===== src/rtl/pattern_sched_pkg.sv =====
// Shared constants, context type and helpers for the pattern_sched channel scheduler.
package pattern_sched_pkg;

  localparam int PLEN_DEF = 5;
  localparam logic [PLEN_DEF-1:0] PATTERN_DEF = 5'b01101;

  // Context fields are sized for the largest supported pattern (16 bits).
  localparam int SH_MAX = 16;
  localparam int FC_W   = 5;

  typedef struct packed {
    logic [SH_MAX-1:0] sh;
    logic [FC_W-1:0]   fc;
  } ctx_t;

  function automatic int ch_width(input int n);
    return (n > 1) ? $clog2(n) : 1;
  endfunction

endpackage


===== src/rtl/pattern_sched_rr_arbiter.sv =====
// Round-robin arbiter: first unmasked requester at or after ptr wins, one-hot grant plus index.
module rr_arbiter
  import pattern_sched_pkg::*;
#(
  parameter int N = 4,
  parameter int W = ch_width(N)
) (
  input  logic [N-1:0] req,
  input  logic [N-1:0] mask,
  input  logic [W-1:0] ptr,
  output logic [N-1:0] gnt,
  output logic [W-1:0] idx,
  output logic         any
);

  logic [W:0]   pos;
  logic [W-1:0] sel;

  // Scan channels starting at ptr, wrapping modulo N; first eligible one is granted.
  always_comb begin
    gnt = '0;
    idx = '0;
    any = 1'b0;
    pos = '0;
    sel = '0;
    for (int i = 0; i < N; i++) begin
      pos = {1'b0, ptr} + (W+1)'(i);
      if (pos >= (W+1)'(N)) begin
        pos = pos - (W+1)'(N);
      end else begin
        pos = pos;
      end
      sel = pos[W-1:0];
      if (!any && req[sel] && !mask[sel]) begin
        any      = 1'b1;
        gnt[sel] = 1'b1;
        idx      = sel;
      end else begin
        any = any;
      end
    end
  end

endmodule


===== src/rtl/pattern_sched.sv =====
// Shared serial pattern detector time-multiplexed over NCH channels with a per-channel context bank.
// Define PATTERN_SCHED_OVERLAP_EN to keep the fill count on a hit so overlapping matches are reported.
module pattern_sched
  import pattern_sched_pkg::*;
#(
  parameter int                NCH     = 4,
  parameter int                PLEN    = PLEN_DEF,
  parameter logic [PLEN-1:0]   PATTERN = PATTERN_DEF
) (
  input  logic                     clk_i,
  input  logic                     rst_ni,
  input  logic [NCH-1:0]           req_i,
  input  logic [NCH-1:0]           d_i,
  input  logic [NCH-1:0]           flush_i,
  output logic [NCH-1:0]           ack_o,
  output logic                     det_valid_o,
  output logic [$clog2(NCH)-1:0]   det_ch_o,
  output logic                     det_o
);

  localparam int CW = ch_width(NCH);
  localparam logic [SH_MAX-1:0] SH_MASK = SH_MAX'((33'd1 << PLEN) - 33'd1);

  ctx_t            ctx_r [NCH];
  ctx_t            cur_s;
  ctx_t            nxt_s;
  logic [SH_MAX-1:0] sh_new_s;
  logic [FC_W-1:0] fc_inc_s;
  logic            hit_s;
  logic [NCH-1:0]  gnt_s;
  logic [CW-1:0]   gidx_s;
  logic            any_s;
  logic [CW-1:0]   ptr_r;
  logic            det_valid_r;
  logic [CW-1:0]   det_ch_r;
  logic            det_r;

  rr_arbiter #(.N(NCH), .W(CW)) u_arb (
    .req  (req_i),
    .mask (flush_i),
    .ptr  (ptr_r),
    .gnt  (gnt_s),
    .idx  (gidx_s),
    .any  (any_s)
  );

  // Grants are suppressed while reset is held so nothing is acknowledged but not consumed.
  assign ack_o = gnt_s & {NCH{rst_ni}};

  // Advance the granted channel's context by its bit and evaluate the match.
  always_comb begin
    cur_s    = ctx_r[gidx_s];
    sh_new_s = ((cur_s.sh << 1) | SH_MAX'(d_i[gidx_s])) & SH_MASK;
    if (cur_s.fc >= FC_W'(PLEN)) begin
      fc_inc_s = FC_W'(PLEN);
    end else begin
      fc_inc_s = cur_s.fc + 5'd1;
    end
    hit_s    = (fc_inc_s == FC_W'(PLEN)) && (sh_new_s == SH_MAX'(PATTERN));
    nxt_s.sh = sh_new_s;
`ifdef PATTERN_SCHED_OVERLAP_EN
    nxt_s.fc = fc_inc_s;
`else
    if (hit_s) begin
      nxt_s.fc = '0;
    end else begin
      nxt_s.fc = fc_inc_s;
    end
`endif
  end

  // Context bank write-back, round-robin pointer and registered result.
  always_ff @(posedge clk_i or negedge rst_ni) begin
    if (!rst_ni) begin
      for (int k = 0; k < NCH; k++) begin
        ctx_r[k] <= '0;
      end
      ptr_r       <= '0;
      det_valid_r <= 1'b0;
      det_ch_r    <= '0;
      det_r       <= 1'b0;
    end else begin
      for (int k = 0; k < NCH; k++) begin
        if (flush_i[k]) begin
          ctx_r[k] <= '0;
        end else if (gnt_s[k]) begin
          ctx_r[k] <= nxt_s;
        end else begin
          ctx_r[k] <= ctx_r[k];
        end
      end
      if (any_s) begin
        ptr_r <= (gidx_s == CW'(NCH-1)) ? '0 : gidx_s + CW'(1);
      end else begin
        ptr_r <= ptr_r;
      end
      det_valid_r <= any_s;
      det_ch_r    <= gidx_s;
      det_r       <= any_s & hit_s;
    end
  end

  assign det_valid_o = det_valid_r;
  assign det_ch_o    = det_ch_r;
  assign det_o       = det_r;

endmodule


===== config.mk =====
export PLATFORM = sky130hd
export DESIGN_NAME = pattern_sched
export DESIGN_NICKNAME = d
export VERILOG_FILES = /design/src/rtl/pattern_sched_pkg.sv /design/src/rtl/pattern_sched_rr_arbiter.sv /design/src/rtl/pattern_sched.sv
export SDC_FILE = /design/constraint.sdc
export NUM_CORES = 1
export LEC_CHECK = 0
export CORE_MARGIN = 3
export CORE_UTILIZATION = 55
export CTS_CLUSTER_DIAMETER = 30
export DETAILED_ROUTE_END_ITERATION = 6
export PLACE_DENSITY = 0.79
export SLEW_MARGIN = 15
export SYNTH_ARGS = -nofsm -noshare
export SYNTH_HDL_FRONTEND = slang
export SYNTH_SLANG_ARGS = --single-unit

===== constraint.sdc =====
create_clock -name clk_i -period 7.48 [get_ports clk_i]
set_clock_uncertainty 0.05 [all_clocks]
set_input_delay 1.122 -clock clk_i [delete_from_list [all_inputs] [get_ports clk_i]]
set_output_delay 1.122 -clock clk_i [all_outputs]
set_load 0.005 [all_outputs]

Yosys cells after proc, flatten, opt, wreduce, memory -nomap -nowiden. Index checks and enable logic that the tools add are counted.

Flip-flop bits (word level): 90. Output and inout bits: 8. Word-level logic and storage cells: 125.

Add/subtract/negate cells: 9. $lt $le $gt $ge: 15. Equal/unequal tests: 3. Mux-type cells: 56. Bitwise logic cells: 7. Reductions and logical operators: 23.

Operators by type and width (number): $mux 21 (8); $bmux 21 s2 (1); $bmux 1 s2 (9); $mux 2 (9); $mux 9 (2); $mux 1 (17); $mux 4 (4); $lt 2x3->1 const B (5); $ge 3x3->1 const B (4); $logic_and 1x1->1 (12); $or 4x4->4 (3); $mux 5 (2); $demux 1 s2 (4); $ge 2x1->1 const B (4); $reduce_bool 2->1 (4); $sub 2x1->2 const B (4); $logic_not 1->1 (7); $add 2x2->3 const B (2); $add 5x1->5 const B (1); $eq 5x3->1 const B (1); $eq 5x4->1 const B (1); $ge 5x3->1 const B (1); $or 5x1->5 (1); $and 4x4->4 (1); other kinds (6) (6).

Depth between registers and ports, before layout.
Depth after elaboration: 30. Depth in mapped cells: 17.

By module. Synthesis repeated with hierarchy kept, for this count alone.

Cells, all modules: 239. Area, all modules: 2593.7 um^2.

By module, submodules not included: pattern_sched (times used 1, cells an instance 164, area each 2019.4 um^2, seq. area each 1051.0 um^2); rr_arbiter (times used 1, cells an instance 75, area each 574.3 um^2, seq. area each 0.0 um^2).

Least setup slack after synthesis. No wires, ideal clock.

Path type: input -> register. From: in flush_i[3]. To: reg ctx_r[0] (netlist name). Data arrival time: 3929 ps. Path slack: 3436 ps. Stages on the path: 14. Buffers on the path: 2. Cell sequence: nand2b_1 -> mux4_2 -> a21boi_4 -> o32a_1 -> buf_6 -> mux2_4 -> inv_1 -> ha_1 -> buf_1 -> and3b_1 -> o21ai_0 -> nand3_1 -> o21bai_4 -> a31o_1.

Longest elaborated chain between the ends: 28. Elaborated cells between the ends (all ways): 53.

Ends and longest elaborated chain: start, declared (line pattern_sched.sv:14) `input logic [NCH-1:0] flush_i,`; $bmux 1 s2 (line pattern_sched_rr_arbiter.sv:34) `if (!any && req[sel] && !mask[sel]) begin`; $mux 1 (not written as such) (line pattern_sched_rr_arbiter.sv:34); $logic_not 1->1 (line pattern_sched_rr_arbiter.sv:34); $logic_and 1x1->1 (line pattern_sched_rr_arbiter.sv:34); $mux 1 (line pattern_sched_rr_arbiter.sv:34); $logic_not 1->1 (line pattern_sched_rr_arbiter.sv:34); $logic_and 1x1->1 (2 in series) (line pattern_sched_rr_arbiter.sv:34); $mux 1 (line pattern_sched_rr_arbiter.sv:34); [... 10 more ...]; $mux 9 (not written as such) (2 in series) (line pattern_sched.sv:52) `cur_s = ctx_r[gidx_s];`; $add 5x1->5 or $ge 5x3->1 (tied branches) (line pattern_sched.sv:57, pattern_sched.sv:54); $mux 5 (line pattern_sched.sv:54) `if (cur_s.fc >= FC_W'(PLEN)) begin`; $eq 5x3->1 (line pattern_sched.sv:59) `hit_s = (fc_inc_s == FC_W'(PLEN)) && (sh_new_s == SH_MAX'(PATTERN));`; $logic_and 1x1->1 (line pattern_sched.sv:59); $mux 5 (line pattern_sched.sv:64) `if (hit_s) begin`; $mux 21 (line pattern_sched.sv:86) `end else if (gnt_s[k]) begin`; $mux 21 (line pattern_sched.sv:84) `if (flush_i[k]) begin`; end signal, assigned by index (line pattern_sched.sv:87) `ctx_r[k] <= nxt_s;`; end signal, assigned by index (line pattern_sched.sv:89) `ctx_r[k] <= ctx_r[k];`; end, declared (line pattern_sched.sv:24) `ctx_t ctx_r [NCH];`.

Parallel ways exist; a longest one is shown, timed or not. The select of a mux whose other input is x is not followed. A chain may end at the register's enable or synchronous reset.

Worst setup path in the final report.
From: in flush_i[3]. To: out ack_o[3].

Longest elaborated chain between the ends: 18. Elaborated cells between the ends (all ways): 33.

Ends and longest elaborated chain: $bmux 1 s2 (line pattern_sched_rr_arbiter.sv:34); $mux 1 (not written as such) (line pattern_sched_rr_arbiter.sv:34); $logic_not 1->1 (line pattern_sched_rr_arbiter.sv:34); $logic_and 1x1->1 (line pattern_sched_rr_arbiter.sv:34); $mux 1 (line pattern_sched_rr_arbiter.sv:34); $logic_not 1->1 (line pattern_sched_rr_arbiter.sv:34); $logic_and 1x1->1 (2 in series) (line pattern_sched_rr_arbiter.sv:34); $mux 1 (line pattern_sched_rr_arbiter.sv:34); $logic_not 1->1 (line pattern_sched_rr_arbiter.sv:34); $logic_and 1x1->1 (2 in series) (line pattern_sched_rr_arbiter.sv:34); $mux 1 (line pattern_sched_rr_arbiter.sv:34); $logic_not 1->1 (line pattern_sched_rr_arbiter.sv:34); $logic_and 1x1->1 (2 in series) (line pattern_sched_rr_arbiter.sv:34); $mux 4 (*) (line pattern_sched_rr_arbiter.sv:34); $and 4x4->4 (*) (line pattern_sched.sv:48) `assign ack_o = gnt_s & {NCH{rst_ni}};`; end, declared (line pattern_sched.sv:15) `output logic [NCH-1:0] ack_o,`.

Every way passes the cells marked *; elsewhere a longest branch is shown, timed or not. The select of a mux whose other input is x is not followed.

==> qor.yml <==
path_class: "primary input to primary output"
antenna_violating_nets_post_route: 0
synth_seq_area_share: 0.388
synth-edff-count: 0
min_path_type: "flip-flop to flip-flop"
num_antenna_cells: 0
gr-usage-all-layers: 0.224
cts_resized: 0
tritoncts: "built"
syn_avg_cell_area_um2: 9.79
die_h_um: 76.2
global_route.overflow_total: 0
r2r_start: "ptr_r[0]"
power.density_nw_per_um2: 362
final-setup-viol-count: 0
area_growth_pct: 12.0
die_w_um: 76.2
hold_path.startpoint: "ctx_r[1]"
cts.root.buffer_cell: "clkbuf_8"
async_flop_share: 1.00
antenna_found_initial: 0
fmaxAchievable_mhz: 185
period_share: 0.723
worstReg2RegEnd: "ctx_r[0]"
peakVddDrop_mv: 0.234
yosysMostFrequentCell: "dfrtp_1"
worst_skew_pair.late_latency_ps: 300
critical_path.max_fanout: 13
rsz_0062_raised_after_global_routing: "no"
hold_path_end: "ctx_r[1]"
post_route_cell_area_um2: 3040
cpPeakStageDelay_ps: 810
number_of_global_route_vias_before_repair: 2161
top_level_ports: 22
synth_top_cells_by_area: "dfrtp_1 39%, mux2i_1 5.9%, ha_1 4.6%"
path_depth_of_the_worst_reg2reg_path: 14
routabilityCongestion: 0.969
routed_wire_length_per_instance_um: 16.9
cts-hold-fix-buffers: 0
drtPass1Iterations: 4
final_hold_viol_count: 0
postPlaceCellArea_um2: 2930
post_detailed_route_via_to_cell_ratio: 6.03
layout-drive-gt1-share: 0.116
synth.top_cell.area_share: 0.388
synth_fp_nets: 301
floorplan.rows: 24
cpLargestDelayFamily: "buffers and inverters"
worst_setup_path_end_kind: "primary output"
slowest_stage: "clkdlybuf4s50_1"
run_status: "complete, no violations"
cp_common_cell: "clkdlybuf4s50_1"
critical_path_buf_inv_count: 2
timing.final.ws_setup_ps: 2070
setup-tns-final_ps: 0
start_kind: "primary input"
design.die.area_um2: 5810
cp_data_required_time_ps: 6310
synthDistinctLibCells: 51
setup.reg_to_reg.worst_slack_ps: 3240
cts.sink_count: 42
synth.top_cells.by_count: "42 x dfrtp_1, 30 x nand2_1, 22 x nor2_1"
io_buffers: 21
fin_nets: 316
post_cts.repair.setup_buffers: 0
numCtsBuffers: 5
yosys_register_bits: 42
cap_viol_max_count: 0
synth_largest_area_cell: "dfrtp_1"
synthesis.yosys.warnings: 0
dr.first_iter.drc_count: 223
prevailing_post_synth_register_cell: "dfrtp_1"
half_perimeter_wire_length_after_placement_um: 4220
grt_max_degree: 47
synthCells: 277
cellLeakagePower_uw: 0.00129
final_period_minus_worst_setup_slack_ps: 5410
worst-endpoint-arrival_ps: 4240
drt_drc_violations_left: 0
initial_utilization: 0.594
slew_viol_final: 0
timing_worst_slew_pin_value_ps: 539
total_power_uw: 1100
core_area_um2: 4560
vias: 2157
cts_htree_levels: 2
cts_max_path_buffers: 2
synthesis.area_um2: 2710
dpl_worst_slack_ps: 2060
hold-path-cell-count: 2
crit_path_cell_trace: "clkdlybuf4s50_1 -> and2b_1 -> mux4_2 -> nor2_1 -> a22o_1 -> a221o_1 -> and2_1 -> clkdlybuf4s50_1"
clkTransAtPathRegs_ps: 90
grt_pass1_wl_um: 10600
wl_um: 6050
slew_headroom: 0.640
sequential cells by signal, summed over array words and instances (netlist names):
signal       cells
ctx_r           36
det_ch_o         2
det_valid_o      1
det_o            1
ptr_r            2
placed cells by master (no fill, tap or decap), drive strengths merged, types with 3 or more instances in the layout:
| cell type | count |
|---|---|
| and3b | 3 |
| nand3 | 6 |
| nor2 | 22 |
| o32ai | 4 |
| a22o | 4 |
| a21oi | 16 |
| o21ai | 7 |
| inv | 20 |
| mux2i | 18 |
| clkdlybuf4s50 | 20 |
| o41ai | 4 |
| nor3b | 13 |
| buf | 4 |
| and2 | 5 |
| a31o | 4 |
| nor2b | 3 |
| mux2 | 8 |
| a221o | 4 |
| clkbuf | 5 |
| dfrtp | 42 |
| nor3 | 10 |
| ha | 10 |
| nand2b | 4 |
| nand2 | 30 |
| a2bb2oi | 4 |
| a31oi | 3 |
cell type report:
type | count | area, um^2
well taps | 65 | 81.3
repair buffers | 24 | 228
clock buffers | 5 | 68.8
inverters | 19 | 71.3
fillers | 380 | 1530
multi-input cells | 200 | 1490
clock inverters | 3 | 43.8
flip-flops and latches | 42 | 1050
kinds of logic (layout without fill, tap and decap cells):
kind of cell,after synthesis,count (layout),share of synthesized area
xor+xnor,1,1,0.00323
compound gates,61,61,0.180
flops,42,42,0.388
simple gates,100,100,0.192
buf+inv,35,51,0.0614
mux,28,28,0.130
fa+ha+maj,10,10,0.0461
routing by layer:
metal / wire length [um] / vias to the layer above / GRT usage / part of all wire
met2: 2850 / 101 / 0.355 / 0.47
met4: 59 / 0 / 0.0525 / 0.0098
met3: 513 / 8 / 0.0662 / 0.085
li1: - / 1015 / - / -
met1: 2630 / 1033 / 0.305 / 0.43
met5: 0 / - / 0 / 0
power by group:
part           internal (uW)  switching, uW
Clock                    100           86.2
Sequential               275           36.1
Combinational            244            359
Total                    620            481
worst reg2reg max path, stage by stage, from the launching register on:
cell and delay, ps:
dfrtp_1 640, inv_1 270, ha_1 430, mux4_2 350, a21boi_4 180, o32a_1 350
buf_4 230, mux2_4 350, inv_1 140, ha_1 330, and3b_1 210, o21ai_0 150
nand3_1 140, o21bai_4 190, a31o_1 160
stage by stage:
stage	cells	util	hold WS, ps
after floorplan	277	-	431
after global placement	350	0.641	449
after detailed placement	350	0.641	458
after CTS	358	0.666	477
after global routing	358	0.666	505
final	358	0.666	472
how the worst max path moves through the flow:
stage | from | to | slack [ps] | cells past startpoint
2_1_floorplan | flush_i[3] | ctx_r[0] | 3440 | 14
3_3_place_gp | flush_i[3] | ack_o[3] | 2200 | 8
3_5_place_dp | flush_i[3] | ack_o[3] | 2060 | 8
4_1_cts | flush_i[3] | ack_o[3] | 2050 | 8
5_1_grt | flush_i[0] | ack_o[2] | 1890 | 8
6_report | flush_i[3] | ack_o[3] | 2070 | 8
(Power assumes the default switching activity.)
